## src/rtl/game_state_sequencer.sv

```systemverilog
// Frame-level game flow controller: folds per-pixel collisions into one event per type per frame
// and sequences IDLE/PLAY/DYING/RESPAWN/GAME_OVER/WIN with lives, score, freeze and pulses.
module game_state_sequencer #(
  parameter int unsigned INIT_LIVES     = 3,
  parameter int unsigned FRUIT_POINTS   = 10,
  parameter int unsigned SCORE_W        = 16,
  parameter int unsigned DEATH_FRAMES   = 60,
  parameter int unsigned RESPAWN_FRAMES = 45
) (
  input  logic               clk,
  input  logic               resetN,
  input  logic               startOfFrame,
  input  logic               startKey,
  input  logic               hit_enemy,
  input  logic               hit_fruit,
  input  logic               hit_goal,
  output logic [2:0]         state,
  output logic [2:0]         lives,
  output logic [SCORE_W-1:0] score,
  output logic               freeze,
  output logic               respawn_pulse,
  output logic               fruit_pulse
);

  typedef enum logic [2:0] {
    IDLE      = 3'd0,
    PLAY      = 3'd1,
    DYING     = 3'd2,
    RESPAWN   = 3'd3,
    GAME_OVER = 3'd4,
    WIN       = 3'd5
  } state_t;

  state_t       st;
  logic         enemy_seen, fruit_seen, goal_seen;
  logic [7:0]   frame_cnt;
  logic         start_req;
  logic [SCORE_W:0]   score_sum;
  logic [SCORE_W-1:0] score_sat;

  assign state     = st;
  assign start_req = startKey && (st == IDLE || st == GAME_OVER || st == WIN);
  assign score_sum = {1'b0, score} + (SCORE_W+1)'(FRUIT_POINTS);
  assign score_sat = score_sum[SCORE_W] ? '1 : score_sum[SCORE_W-1:0];

  // freeze is updated alongside every state change so it tracks the new state without a decode lag
  always_ff @(posedge clk or negedge resetN) begin
    if (!resetN) begin
      st            <= IDLE;
      lives         <= '0;
      score         <= '0;
      freeze        <= 1'b0;
      respawn_pulse <= 1'b0;
      fruit_pulse   <= 1'b0;
      enemy_seen    <= 1'b0;
      fruit_seen    <= 1'b0;
      goal_seen     <= 1'b0;
      frame_cnt     <= '0;
    end else begin
      respawn_pulse <= 1'b0;
      fruit_pulse   <= 1'b0;
      if (start_req) begin
        st         <= PLAY;
        lives      <= 3'(INIT_LIVES);
        score      <= '0;
        freeze     <= 1'b0;
        enemy_seen <= 1'b0;
        fruit_seen <= 1'b0;
        goal_seen  <= 1'b0;
      end else if (startOfFrame) begin
        // hits on the frame boundary cycle belong to the frame that starts here
        enemy_seen <= hit_enemy;
        fruit_seen <= hit_fruit;
        goal_seen  <= hit_goal;
        case (st)
          PLAY: begin
            if (fruit_seen) begin
              score       <= score_sat;
              fruit_pulse <= 1'b1;
            end
            if (goal_seen) begin
              st     <= WIN;
              freeze <= 1'b1;
            end else if (enemy_seen) begin
              st        <= DYING;
              freeze    <= 1'b1;
              frame_cnt <= 8'(DEATH_FRAMES);
              if (lives != 3'd0) lives <= lives - 3'd1;
            end
          end
          DYING: begin
            if (frame_cnt == 8'd1) begin
              if (lives == 3'd0) begin
                st <= GAME_OVER;
              end else begin
                st            <= RESPAWN;
                freeze        <= 1'b0;
                frame_cnt     <= 8'(RESPAWN_FRAMES);
                respawn_pulse <= 1'b1;
              end
            end else begin
              frame_cnt <= frame_cnt - 8'd1;
            end
          end
          RESPAWN: begin
            if (fruit_seen) begin
              score       <= score_sat;
              fruit_pulse <= 1'b1;
            end
            if (frame_cnt == 8'd1) st <= PLAY;
            else                   frame_cnt <= frame_cnt - 8'd1;
          end
          default: ;
        endcase
      end else begin
        enemy_seen <= enemy_seen | hit_enemy;
        fruit_seen <= fruit_seen | hit_fruit;
        goal_seen  <= goal_seen  | hit_goal;
      end
    end
  end

endmodule

```

## config.mk

```make
export PLATFORM = sky130hd
export DESIGN_NAME = game_state_sequencer
export DESIGN_NICKNAME = d
export VERILOG_FILES = /design/src/rtl/game_state_sequencer.sv
export SDC_FILE = /design/constraint.sdc
export NUM_CORES = 1
export LEC_CHECK = 0
export CAP_MARGIN = 0
export CORE_ASPECT_RATIO = 0.7
export CORE_UTILIZATION = 25
export CTS_CLUSTER_DIAMETER = 120
export DETAILED_ROUTE_END_ITERATION = 8
export PLACE_DENSITY_LB_ADDON = 0.2
export SLEW_MARGIN = 20
export SYNTH_ARGS = -nofsm -noshare
export SYNTH_HDL_FRONTEND = slang
export SYNTH_SLANG_ARGS = --single-unit
```

## constraint.sdc

```tcl
create_clock -name clk -period 2.5 [get_ports clk]
set_input_delay 0.5 -clock clk [delete_from_list [all_inputs] [get_ports clk]]
set_output_delay 0.5 -clock clk [all_outputs]
set_load 0.005 [all_outputs]
```

Yosys cells after proc, flatten, opt, wreduce, memory -nomap -nowiden
Index checks and enable logic that the tools add are counted.
- bits in registers: 36
- logic and storage cells: 100
- $add $sub $neg: 3
- reduce and logical (&&, ||, !) cells: 21
- multiplexer cells: 47
- bitwise logic cells: 4
- eq/ne operators: 15
- operators with widths (operator ; number):
    $mux 16 ; 5
    $mux 8 ; 5
    $mux 3 ; 13
    $pmux 8 s3 ; 1
    $mux 1 ; 21
    $add 16x4->17 const B ; 1
    $reduce_and 5->1 ; 3
    $ne 3x3->1 const B ; 4
    $reduce_bool 2->1 ; 6
    $pmux 3 s3 ; 1
    $reduce_bool 3->1 ; 3
    $eq 8x1->1 const B ; 1
    $sub 8x1->8 const B ; 1
    $reduce_and 7->1 ; 1
    $eq 3x2->1 const B ; 2
    $eq 3x3->1 const B ; 2
    $logic_not 3->1 ; 2
    $ne 2x2->1 const B ; 3
    $ne 4x4->1 const B ; 1
    $reduce_bool 4->1 ; 1
    $eq 3x1->1 const B ; 1
    $or 1x1->1 ; 3
    $reduce_and 3->1 ; 1
    $sub 3x1->3 const B ; 1
    other kinds (6) ; 7

Depth between registers and ports, before layout
- depth after elaboration: 7
- gate-level depth with buffers: 7
- mapped depth without buffers: 6

Worst setup path after synthesis
OpenSTA, ideal clock, no wires.
- kind: flip-flop to flip-flop
- from: reg frame_cnt[1]
- to: reg frame_cnt[1]
- stages on the path, launching flop included: 8
- arrival: 1.919 ns
- path slack: 0.456 ns
- buffers on the path: 1
- clock period less this slack: 2.044 ns
- library setup time: 0.125 ns
- path through: dfrtp_1 -> inv_1 -> ha_1 -> or3b_2 -> a2111oi_4 -> buf_6 -> nor2_2 -> mux2_4
- cells in the longest elaborated chain, start to end: 3
- elaborated cells between the ends (all ways): 8
- classes of those cells: add/sub (1); eq/ne (3); mux (3); reduce/logical (1)
- ends and longest elaborated chain (element ; line ; text):
    start: declaration ; 36 ; logic [7:0] frame_cnt;
    start signal: assignment ; 87 ; frame_cnt <= 8'(DEATH_FRAMES);
    start signal: assignment ; 98 ; frame_cnt <= 8'(RESPAWN_FRAMES);
    start signal: assignment ; 102 ; frame_cnt <= frame_cnt - 8'd1;
    $sub 8x1->8 or $eq 8x1->1 (tied branches) ; - ;
    $mux 8 (tied with other cells) ; 110 ; if (frame_cnt == 8'd1) st <= PLAY;
    $pmux 8 s3 or $reduce_and 7->1 (tied branches) ; - ;
Several ways; a longest one is shown, not always the timed one. The select of a mux whose other input is x is not followed.
A chain may end at the register's enable or synchronous reset.

Final worst setup path
Same ends and word-level chain as after synthesis.

==> flow_summary.yaml <==
clock_network:
  ctsResizeCount: 0
  post-cts-setup-buffer-count: 0
  cts_max_path_buffers: 2
  cts_buffers: 5
  cts.sinks: 36
  clk_latency_ns: 0.27
  tritoncts: "built"
  cts_hold_buf: 0
  root_buffer: "clkbuf_16"
  htreeDepth: 2
  path_clk_slew_ns: 0.06
pwr:
  power_leakage_uw: 0.00107
  p_per_area_mw_per_mm2: 950
  ir_drop_uv: 350
finish:
  area_growth_pct: 28.0
  fin_nets: 266
  drive_gt1_share_pct: 9.80
  design_area_sq_mm: 0.00267
  antenna_cells: 0
routing:
  wl_met3_um: 233
  initialDrtViolationCount: 100
  vias: 1843
  dr_wl_met2_um: 2070
  ant_nets: 0
  top_layer: "met4"
  wl_um: 5520
  drt_first_pass_iters: 6
  wl_met1_um: 3190
  routed_via_density: 5.18
  drc_errors: 4
  wl_per_cell_um: 15.5
placed_design:
  place_ws_ns: 0.200
  routabilityCongestion: 0.797
  dp_hpwl_um: 4070
  port-buffer-count: 31
  place_area_sq_mm: 0.00252
flow_run:
  drv_cap: 0
status:
  violations: "design-rule violations"
  run_status: "finished, violations left"
logic_synthesis:
  synth_flop_cell: "dfrtp_1"
  synthCells: 219
  yosysWarnings: 0
  synth-edff-count: 0
  async_flop_share_pct: 100
  ys_seq_area_share_pct: 43.2
  synthDistinctLibCells: 56
  ys_ff_latch: 36
  synthesis.area_sq_mm: 0.00208
  synth_nets: 231
  syn_avg_cell_area_sq_um: 9.51
floorplanning:
  core_sq_mm: 0.00797
  dieWidth_um: 111
  die_area_sq_mm: 0.00871
  placementRows: 27
  start_util_pct: 26.1
  die_height_um: 78.4
  io_pins: 32
global_route:
  grtUsageTotal_pct: 13.5
  grt_max_degree: 37
  grt_overflow: 0
  grt_pass1_vias: 1665
  antenna_found_initial: 0
  grt_pass1_wl_um: 9160
worst_setup_path:
  crit_arrival_ns: 2.36
  critPathKind: "reg2reg"
  cp.required_ns: 2.65
  start_kind: "register"
  cp_max_fo: 13
  cp-end-kind: "register"
sta:
  period_share_pct: 88.3
  fmax_ghz: 0.453
  tightest_slew_ns: 0.843
  setup-tns-final_ns: 0
  setup_viol: 0
  period_needed_ns: 2.21
  fin_worst_skew_ns: 0.00739
  final_max_slew_viol_count: 0
  hold_violations: 0
  fin_ws_ns: 0.293
  rsz0062_at_grt: "no"
  maxSlewHeadroom_pct: 43.8
worst_hold_path:
  hold_path.class: "in2async"
[stage by stage]
step	hold slack, ns	total power, uW	std cells	utilization, %
floorplan	0.204	1510	219	-
global placement	0.499	1920	348	31.6
detailed placement	0.497	1920	348	31.6
CTS	0.373	2550	356	33.4
global route	0.412	2730	356	33.4
finish	0.330	2530	356	33.4
[state kept, by name, summed over array words and instances (netlist names)]
| name | cells |
|---|---|
| goal_seen | 1 |
| enemy_seen | 1 |
| score | 16 |
| lives | 3 |
| respawn_pulse | 1 |
| frame_cnt | 8 |
| state | 3 |
| fruit_seen | 1 |
| freeze | 1 |
| fruit_pulse | 1 |
[routing by layer]
layer	vias up	track usage, %
met3	2	2.55
met1	877	22.4
met4	0	2.84
li1	912	-
met2	52	17.1
met5	-	0
[cell type report]
type                    count  area (sq um)
multi-input cells         162          1090
flip-flops and latches     36           901
repair buffers             39           365
clock buffers               6           139
inverters                  10          37.5
clock inverters             2          10.0
fillers                   827          5310
well taps                 101           126
[cells in the final DEF (no fill, tap or decap), types with 3 or more instances in the layout]
master / n
nand2b_1: 3
inv_1: 9
clkbuf_16: 5
nand2_1: 10
or4_1: 6
o2111ai_1: 4
o311ai_1: 9
nor2b_1: 4
o31ai_1: 5
clkdlybuf4s50_1: 30
nand3_1: 13
o21ai_1: 12
nor2_1: 16
ha_1: 5
or3_1: 4
dfrtp_1: 36
a21oi_1: 11
o211ai_1: 6
nor3_1: 4
a31oi_1: 4
buf_4: 8
o21ai_0: 3
[kinds of logic (layout without fill, tap and decap cells)]
logic type / Yosys count / in the layout / synth area share, %
AOI/OAI and AO/OA: 70 / 70 / 24.1
xor gates and xnor gates: 1 / 1 / 0.420
adders and majority gates: 5 / 5 / 3.00
buffers and inverters: 21 / 57 / 4.56
DFF: 36 / 36 / 43.2
muxes: 4 / 4 / 2.22
and+or+nand+nor: 82 / 82 / 22.4
[worst paths after layout]
| check | end | cells past startpoint | slack, ns | startpoint |
|---|---|---|---|---|
| hold reg to reg | score[0] | 2 | 0.52 | score[0] |
| hold / removal | fruit_seen | 1 | 0.33 | resetN |
| setup reg to reg | frame_cnt[1] | 7 | 0.29 | frame_cnt[1] |
| min in group clk | score[0] | 2 | 0.52 | score[0] |
| max in group asynchronous | score[6] | 1 | 1.64 | resetN |
| setup / recovery | frame_cnt[1] | 7 | 0.29 | frame_cnt[1] |
[Yosys cell counts, drive strengths merged, types with 6 or more instances]
| cell | count | area, sq um |
|---|---|---|
| o211ai | 6 | 45.0 |
| nand2 | 10 | 37.5 |
| inv | 9 | 33.8 |
| or4 | 7 | 56.3 |
| dfrtp | 36 | 901 |
| clkbuf | 8 | 30.0 |
| o311ai | 10 | 87.6 |
| nand3 | 13 | 65.1 |
| a21oi | 11 | 55.1 |
| nor2 | 17 | 66.3 |
| o21ai | 15 | 75.1 |
[power by group]
| group | leakage (uW) | switching [uW] | internal, uW | total [uW] |
|---|---|---|---|---|
| Sequential | 0.000459 | 214 | 738 | 952 |
| Combinational | 0.000538 | 503 | 457 | 960 |
| Clock | 0.0000766 | 227 | 392 | 619 |
[worst max-delay path, stage by stage (launching register included)]
cell and delay (ns):
dfrtp_1 0.39, inv_1 0.11, ha_1 0.16, or3b_2 0.53
a2111oi_4 0.29, buf_4 0.24, nor2_2 0.08, mux2_4 0.30
No activity file was read; power rests on OpenSTA's default activity.
